### src/rtl/regfile_scoreboard_if.sv
// Bus bundle between decode/writeback (master) and the register file (slave).
interface regfile_scoreboard_if #(
  parameter int DATA_W = 16,
  parameter int REG_W  = 3,
  parameter int NRD    = 3,
  parameter int NIN    = 2
);
  logic [NRD*REG_W-1:0]  RD_ADDR;
  logic [NRD*DATA_W-1:0] RD_DATA;
  logic [NRD-1:0]        RD_BUSY;
  logic                  WE;
  logic [REG_W-1:0]      WADDR;
  logic [DATA_W-1:0]     WDATA;
  logic                  ISSUE;
  logic [REG_W-1:0]      ISSUE_ADDR;
  logic                  ISSUE_FULL;
  logic                  FLUSH;
  logic [NIN*DATA_W-1:0] IN_DATA;
  logic                  ERR;

  modport master (
    output RD_ADDR, WE, WADDR, WDATA, ISSUE, ISSUE_ADDR, FLUSH, IN_DATA,
    input  RD_DATA, RD_BUSY, ISSUE_FULL, ERR
  );

  modport slave (
    input  RD_ADDR, WE, WADDR, WDATA, ISSUE, ISSUE_ADDR, FLUSH, IN_DATA,
    output RD_DATA, RD_BUSY, ISSUE_FULL, ERR
  );
endinterface

### src/rtl/regfile_scoreboard.sv
// Parametrised register file with hardwired zero register, switch-mapped
// input registers, optional write-through bypass and a per-register
// pending-write scoreboard for RAW hazard detection at decode.
module regfile_scoreboard #(
  parameter int DATA_W  = 16,
  parameter int REG_W   = 3,
  parameter int NRD     = 3,
  parameter int IN_BASE = 6,
  parameter int NIN     = 2,
  parameter int PEND_W  = 2,
  parameter int BYPASS  = 1
) (
  input  logic CLK,
  input  logic RST,
  regfile_scoreboard_if.slave bus
);

  localparam int NREG = 1 << REG_W;
  localparam logic [PEND_W-1:0] CNT_MAX  = {PEND_W{1'b1}};
  localparam logic [PEND_W-1:0] CNT_ZERO = {PEND_W{1'b0}};
  localparam logic [PEND_W-1:0] CNT_ONE  = {{(PEND_W-1){1'b0}}, 1'b1};

  // Only ordinary registers accept writes and own a pending counter;
  // register 0 and the input-mapped registers are read-only.
  function automatic logic f_writable(input logic [REG_W-1:0] addr);
    int a;
    a = int'(addr);
    return (a != 0) && !((a >= IN_BASE) && (a < IN_BASE + NIN));
  endfunction

  logic [DATA_W-1:0] r_regs [NREG];
  logic [PEND_W-1:0] r_cnt  [NREG];
  logic              r_err;

  logic [PEND_W-1:0] w_cnt_nxt [NREG];
  logic [REG_W-1:0]  w_rd_addr [NRD];
  logic              w_we_ok;
  logic              w_iss_ok;
  logic              w_err_set;

  // Qualify write and issue requests; FLUSH cancels a same-cycle issue.
  always_comb begin
    w_we_ok   = bus.WE && f_writable(bus.WADDR);
    w_iss_ok  = bus.ISSUE && !bus.FLUSH && f_writable(bus.ISSUE_ADDR);
    w_err_set = w_iss_ok && (r_cnt[bus.ISSUE_ADDR] == CNT_MAX);
  end

  // Next value of every pending counter from flush/issue/retire events.
  always_comb begin
    for (int r = 0; r < NREG; r++) begin
      w_cnt_nxt[r] = r_cnt[r];
      if (bus.FLUSH) begin
        w_cnt_nxt[r] = CNT_ZERO;
      end else if (w_iss_ok && (bus.ISSUE_ADDR == REG_W'(r)) &&
                   w_we_ok  && (bus.WADDR == REG_W'(r))) begin
        // old producer retires while a new one becomes pending
        w_cnt_nxt[r] = r_cnt[r];
      end else if (w_iss_ok && (bus.ISSUE_ADDR == REG_W'(r))) begin
        if (r_cnt[r] != CNT_MAX) begin
          w_cnt_nxt[r] = r_cnt[r] + CNT_ONE;
        end else begin
          w_cnt_nxt[r] = r_cnt[r];
        end
      end else if (w_we_ok && (bus.WADDR == REG_W'(r))) begin
        if (r_cnt[r] != CNT_ZERO) begin
          w_cnt_nxt[r] = r_cnt[r] - CNT_ONE;
        end else begin
          w_cnt_nxt[r] = r_cnt[r];
        end
      end else begin
        w_cnt_nxt[r] = r_cnt[r];
      end
    end
  end

  // Register contents, pending counters and sticky error flag.
  always_ff @(posedge CLK or posedge RST) begin
    if (RST) begin
      for (int r = 0; r < NREG; r++) begin
        r_regs[r] <= {DATA_W{1'b0}};
        r_cnt[r]  <= CNT_ZERO;
      end
      r_err <= 1'b0;
    end else begin
      for (int r = 0; r < NREG; r++) begin
        r_cnt[r] <= w_cnt_nxt[r];
      end
      if (w_we_ok) begin
        r_regs[bus.WADDR] <= bus.WDATA;
      end
      for (int j = 0; j < NIN; j++) begin
        r_regs[IN_BASE + j] <= bus.IN_DATA[j*DATA_W +: DATA_W];
      end
      if (w_err_set) begin
        r_err <= 1'b1;
      end
    end
  end

  // Combinational read ports with optional forwarding of the writeback.
  always_comb begin
    bus.RD_DATA = {(NRD*DATA_W){1'b0}};
    bus.RD_BUSY = {NRD{1'b0}};
    for (int k = 0; k < NRD; k++) begin
      w_rd_addr[k] = bus.RD_ADDR[k*REG_W +: REG_W];
      if (w_rd_addr[k] == {REG_W{1'b0}}) begin
        bus.RD_DATA[k*DATA_W +: DATA_W] = {DATA_W{1'b0}};
      end else if ((BYPASS != 0) && w_we_ok && (bus.WADDR == w_rd_addr[k])) begin
        bus.RD_DATA[k*DATA_W +: DATA_W] = bus.WDATA;
      end else begin
        bus.RD_DATA[k*DATA_W +: DATA_W] = r_regs[w_rd_addr[k]];
      end
      // the last outstanding write being forwarded clears the hazard early
      if ((BYPASS != 0) && bus.WE && (bus.WADDR == w_rd_addr[k]) &&
          (r_cnt[w_rd_addr[k]] == CNT_ONE)) begin
        bus.RD_BUSY[k] = 1'b0;
      end else begin
        bus.RD_BUSY[k] = (r_cnt[w_rd_addr[k]] != CNT_ZERO);
      end
    end
  end

  assign bus.ISSUE_FULL = (r_cnt[bus.ISSUE_ADDR] == CNT_MAX);
  assign bus.ERR        = r_err;

endmodule

### src/flat_wrapper.sv
// flat-port wrapper written by rule: the top's interface ports become plain ports
module regfile_scoreboard_flat 
#(
  parameter int DATA_W  = 16,
  parameter int REG_W   = 3,
  parameter int NRD     = 3,
  parameter int IN_BASE = 6,
  parameter int NIN     = 2,
  parameter int PEND_W  = 2,
  parameter int BYPASS  = 1
)
  (CLK, RST, bus_RD_ADDR, bus_WE, bus_WADDR, bus_WDATA, bus_ISSUE, bus_ISSUE_ADDR, bus_FLUSH, bus_IN_DATA, bus_RD_DATA, bus_RD_BUSY, bus_ISSUE_FULL, bus_ERR);
  regfile_scoreboard_if #(.DATA_W(DATA_W), .REG_W(REG_W), .NRD(NRD), .NIN(NIN)) bus_i ();
  input  logic CLK;
  input  logic RST;
  input wire logic [$bits(bus_i.RD_ADDR)-1:0] bus_RD_ADDR;
  input wire logic [$bits(bus_i.WE)-1:0] bus_WE;
  input wire logic [$bits(bus_i.WADDR)-1:0] bus_WADDR;
  input wire logic [$bits(bus_i.WDATA)-1:0] bus_WDATA;
  input wire logic [$bits(bus_i.ISSUE)-1:0] bus_ISSUE;
  input wire logic [$bits(bus_i.ISSUE_ADDR)-1:0] bus_ISSUE_ADDR;
  input wire logic [$bits(bus_i.FLUSH)-1:0] bus_FLUSH;
  input wire logic [$bits(bus_i.IN_DATA)-1:0] bus_IN_DATA;
  output wire logic [$bits(bus_i.RD_DATA)-1:0] bus_RD_DATA;
  output wire logic [$bits(bus_i.RD_BUSY)-1:0] bus_RD_BUSY;
  output wire logic [$bits(bus_i.ISSUE_FULL)-1:0] bus_ISSUE_FULL;
  output wire logic [$bits(bus_i.ERR)-1:0] bus_ERR;
  assign bus_i.RD_ADDR = bus_RD_ADDR;
  assign bus_i.WE = bus_WE;
  assign bus_i.WADDR = bus_WADDR;
  assign bus_i.WDATA = bus_WDATA;
  assign bus_i.ISSUE = bus_ISSUE;
  assign bus_i.ISSUE_ADDR = bus_ISSUE_ADDR;
  assign bus_i.FLUSH = bus_FLUSH;
  assign bus_i.IN_DATA = bus_IN_DATA;
  assign bus_RD_DATA = bus_i.RD_DATA;
  assign bus_RD_BUSY = bus_i.RD_BUSY;
  assign bus_ISSUE_FULL = bus_i.ISSUE_FULL;
  assign bus_ERR = bus_i.ERR;
  regfile_scoreboard #(.DATA_W(DATA_W), .REG_W(REG_W), .NRD(NRD), .IN_BASE(IN_BASE), .NIN(NIN), .PEND_W(PEND_W), .BYPASS(BYPASS)) u_core (.CLK(CLK), .RST(RST), .bus(bus_i));
endmodule
### config.mk
export PLATFORM = sky130hd
export DESIGN_NAME = regfile_scoreboard_flat
export DESIGN_NICKNAME = d
export VERILOG_FILES = /design/src/rtl/regfile_scoreboard_if.sv /design/src/rtl/regfile_scoreboard.sv /design/src/flat_wrapper.sv
export SDC_FILE = /design/constraint.sdc
export NUM_CORES = 1
export LEC_CHECK = 0
export BUFFER_PORTS_ARGS = -buffer_cell sky130_fd_sc_hd__clkbuf_2
export CORE_ASPECT_RATIO = 1.2
export CORE_MARGIN = 10
export CORE_UTILIZATION = 40
export DETAILED_ROUTE_END_ITERATION = 8
export SYNTH_ARGS = -nofsm -noshare
export SYNTH_HDL_FRONTEND = slang
export SYNTH_SLANG_ARGS = --single-unit
### constraint.sdc
create_clock -name CLK -period 6.8 [get_ports CLK]
set_input_delay 1.36 -clock CLK [delete_from_list [all_inputs] [get_ports CLK]]
set_output_delay 1.36 -clock CLK [all_outputs]
set_load 0.01 [all_outputs]
==> summary.md <==
| Metric | Value |
|---|---|
| Outcome | `finished clean` |
| Area Growth Syn to Fin | `12.23%` |
| Final hold violation count | `0` |
| Worst Hold Class | `flip-flop to flip-flop` |
| Clock Skews | `0.005934 ns` |
| Seq/Total Area, Yosys | `0.3718` |
| PwrDens | `238.4 mW/mm^2` |
| Critical Path, Cell by Cell | `clkbuf_2 -> nor2b_1 -> o21ai_2 -> a21o_1 -> a211oi_1 -> clkbuf_2` |
| Total Die Area | `0.03107 mm^2` |
| Initial antenna violation count | `1` |
| Final HPWL DP | `20.16 mm` |
| Worst-path clk slew | `0.05 ns` |
| Global-route wire length before repair | `45.57 mm` |
| VDD IR max | `0.0001727 V` |
| CTS max path bufs | `2` |
| Worst Path Buf+Inv | `2` |
| GRT Total Usage | `0.1933` |
| Critical path's most frequent cell | `clkbuf_2` |
| Drt initial violations | `614` |
| #FFs+latches synth | `145` |
| Placement Setup Slack | `1.628 ns` |
| TritonCTS buffer count | `17` |
| Top cells by area, synth | `dfrtp_1 (37%), mux4_2 (25%), a211oi_1 (5.9%)` |
| WP data arrival | `3.91 ns` |
| Required time worst endpoint | `5.44 ns` |
| Final core utilization | `0.4569` |
| Detailed Routing Iterations Pass 1 | `5` |
| Top cell type's share of synthesized area | `0.3718` |
| Number of flops mapped to enable cells by yosys | `0` |
| Post-placement cell area | `0.01044 mm^2` |
| Core area | `0.02397 mm^2` |
| Critical Path Max Stage Delay | `0.74 ns` |
| Die width | `162.6 um` |
| Synth warn | `0` |
| # hold bufs at CTS | `0` |
| Post-CTS sizing | `0` |
| Synth cell count leaders | `dfrtp_1 (145), mux4_2 (109), nand2_1 (104)` |
| Ant. Diodes | `0` |
| Clk Latency, worst-skew pair | `0.43 ns` |
| Wire per inst | `25.48 um` |
| DR vias | `7315` |
| Clock root cell | `clkbuf_16` |
| Max-slew violations | `0` |
| GRT overflow | `0` |
| Ys flop type | `dfrtp_1` |
| Rel. slew slack | `0.2775` |
| I/O Pins | `121` |
| Async S/R FF share, synth | `1.000` |
| Final Cell Area | `0.01095 mm^2` |
| Crit path kind | `primary input to primary output` |
| Crit path capture type | `primary output` |
| Critical Path Fanout Max | `17` |
| RSZ-0062 raised after global routing | `false` |
| Final Cycle Share | `0.7747` |
| Syn Inst Count | `773` |
| CTS tree | `yes` |
| Largest area contributor in the netlist | `dfrtp_1` |
| Vias in the first global route | `7520` |
| Die H | `191.1 um` |
| Post-route ant nets | `0` |
| Startpoint type of the worst setup path | `primary input` |
| Final setup viols | `0` |
| PnR worst setup slack | `1.532 ns` |
| Buffers on Ports | `120` |
| Syn nets | `841` |
| Largest net degree at the start of global routing | `98` |
| Top-count cell post-synth | `dfrtp_1` |
| Mapped Avg Cell Area | `12.63 um^2` |
| Worst Max-Slew Pin Slew | `1.083 ns` |
| CP top delay family | `compound AO/OA/AOI/OAI gates` |
| Final Wtd Congestion | `0.8076` |
| Mapped Area | `0.009759 mm^2` |
| Routed vias/inst | `6.241` |
| Initial Util | `0.4071` |
| Max-cap violations | `0` |
| CTS HTree Levels | `4` |
| FMAX | `189.8 MHz` |
| Sum Neg Setup Slack | `0 ns` |
| Leak | `4.520 nW` |
| Share of cells above drive strength 1 | `0.3885` |
| CP max-delay cell | `a21o_1` |
| CTS Sinks | `145` |
| Final WL | `29.87 mm` |
| Layout Nets | `909` |
| Post CTS Setup Buffer Count | `0` |
| Fin crit period | `5.268 ns` |
| Synth unique cells | `53` |
| Core Rows | `62` |
| DRC | `0` |
stage by stage:
step / power [mW] / hold WS [ns] / instances
finish: 2.612 / 0.4157 / 1172
global route: 2.730 / 0.4273 / 1172
CTS: 2.633 / 0.4174 / 1172
detailed placement: 1.776 / 0.4031 / 1142
global placement: 1.766 / 0.3987 / 1142
floorplan: 1.549 / 0.4580 / 773
cells by family after synthesis:
group | Yosys count | synth area share
flops | 145 | 0.3718
compound gates | 153 | 0.1237
mux | 208 | 0.3596
xor+xnor | 3 | 0.004231
simple gates | 167 | 0.08923
buf+inv | 97 | 0.05141
sequential cells by signal (all words and copies together) (netlist names):
signal / count
u_core.r_regs: 128
u_core.r_cnt: 16
u_core.bus.ERR: 1
report_power, final:
part	switching (mW)	total [mW]	internal (mW)	leakage [nW]
logic	0.330	0.687	0.357	2.45
registers	0.101	1.07	0.973	1.81
clock network	0.362	0.851	0.488	0.259
worst paths after layout:
kind                                                      from                              to  slack [ns]  cells past startpoint
worst max-delay path                            bus_RD_ADDR[4]                 bus_RD_DATA[31]        1.53                      6
worst min-delay path            u_core.r_regs[113]$_DFFE_PP0P_  u_core.r_regs[113]$_DFFE_PP0P_        0.42                      0
worst max register to register     u_core.r_cnt[9]$_DFFE_PP0P_      u_core.bus.ERR$_DFFE_PP0P_        5.33                      4
worst min register to register  u_core.r_regs[113]$_DFFE_PP0P_  u_core.r_regs[113]$_DFFE_PP0P_        0.42                      0
max in group asynchronous                                  RST   u_core.r_regs[75]$_DFFE_PP0P_        4.43                      3
min in group asynchronous                                  RST      u_core.r_regs[3]$_DFF_PP0_        1.11                      2
metal layers:
layer / vias to the layer above / share of wire / track usage / routed length (um)
met5: - / 0 / 0 / 0
met4: 0 / 0.037 / 0.09375 / 1118
met3: 61 / 0.075 / 0.04368 / 2242
met2: 355 / 0.48 / 0.3004 / 14320
met1: 3734 / 0.41 / 0.2507 / 12190
li1: 3165 / - / - / -
worst register-to-register path: cells and delay by family, from the launching register on:
kind	cells	cell delay [ns]
mux	1	0.50
flops	1	0.47
compound gates	2	0.28
simple gates	1	0.12
area by class of cell:
type | count | area (um^2)
well taps | 320 | 400.4
clock inverters | 6 | 33.78
flip-flops and latches | 145 | 3628
repair buffers | 137 | 728.2
inverters | 9 | 38.79
clock buffers | 24 | 481.7
multi-input cells | 531 | 5642
fillers | 2182 | 13020
layout by cell type, fill, tap and decap left out, types with 4 or more instances in the layout:
| cell type | n |
|---|---|
| dfrtp_1 | 145 |
| clkbuf_2 | 120 |
| mux4_2 | 109 |
| nand2_1 | 104 |
| a211oi_1 | 77 |
| mux2i_1 | 48 |
| mux2_1 | 31 |
| mux2_2 | 20 |
| a211oi_2 | 20 |
| clkbuf_16 | 17 |
| buf_4 | 17 |
| o21ai_0 | 15 |
| nor2_1 | 8 |
| nor2b_1 | 8 |
| inv_1 | 7 |
| nand2b_1 | 7 |
| o211ai_1 | 6 |
| o22ai_1 | 5 |
| nand3_2 | 5 |
| o21ai_1 | 5 |
| clkinv_2 | 5 |
| a21o_1 | 4 |
| nand3_1 | 4 |
| or3b_1 | 4 |
| clkbuf_1 | 4 |
(Power assumes the default switching activity.)
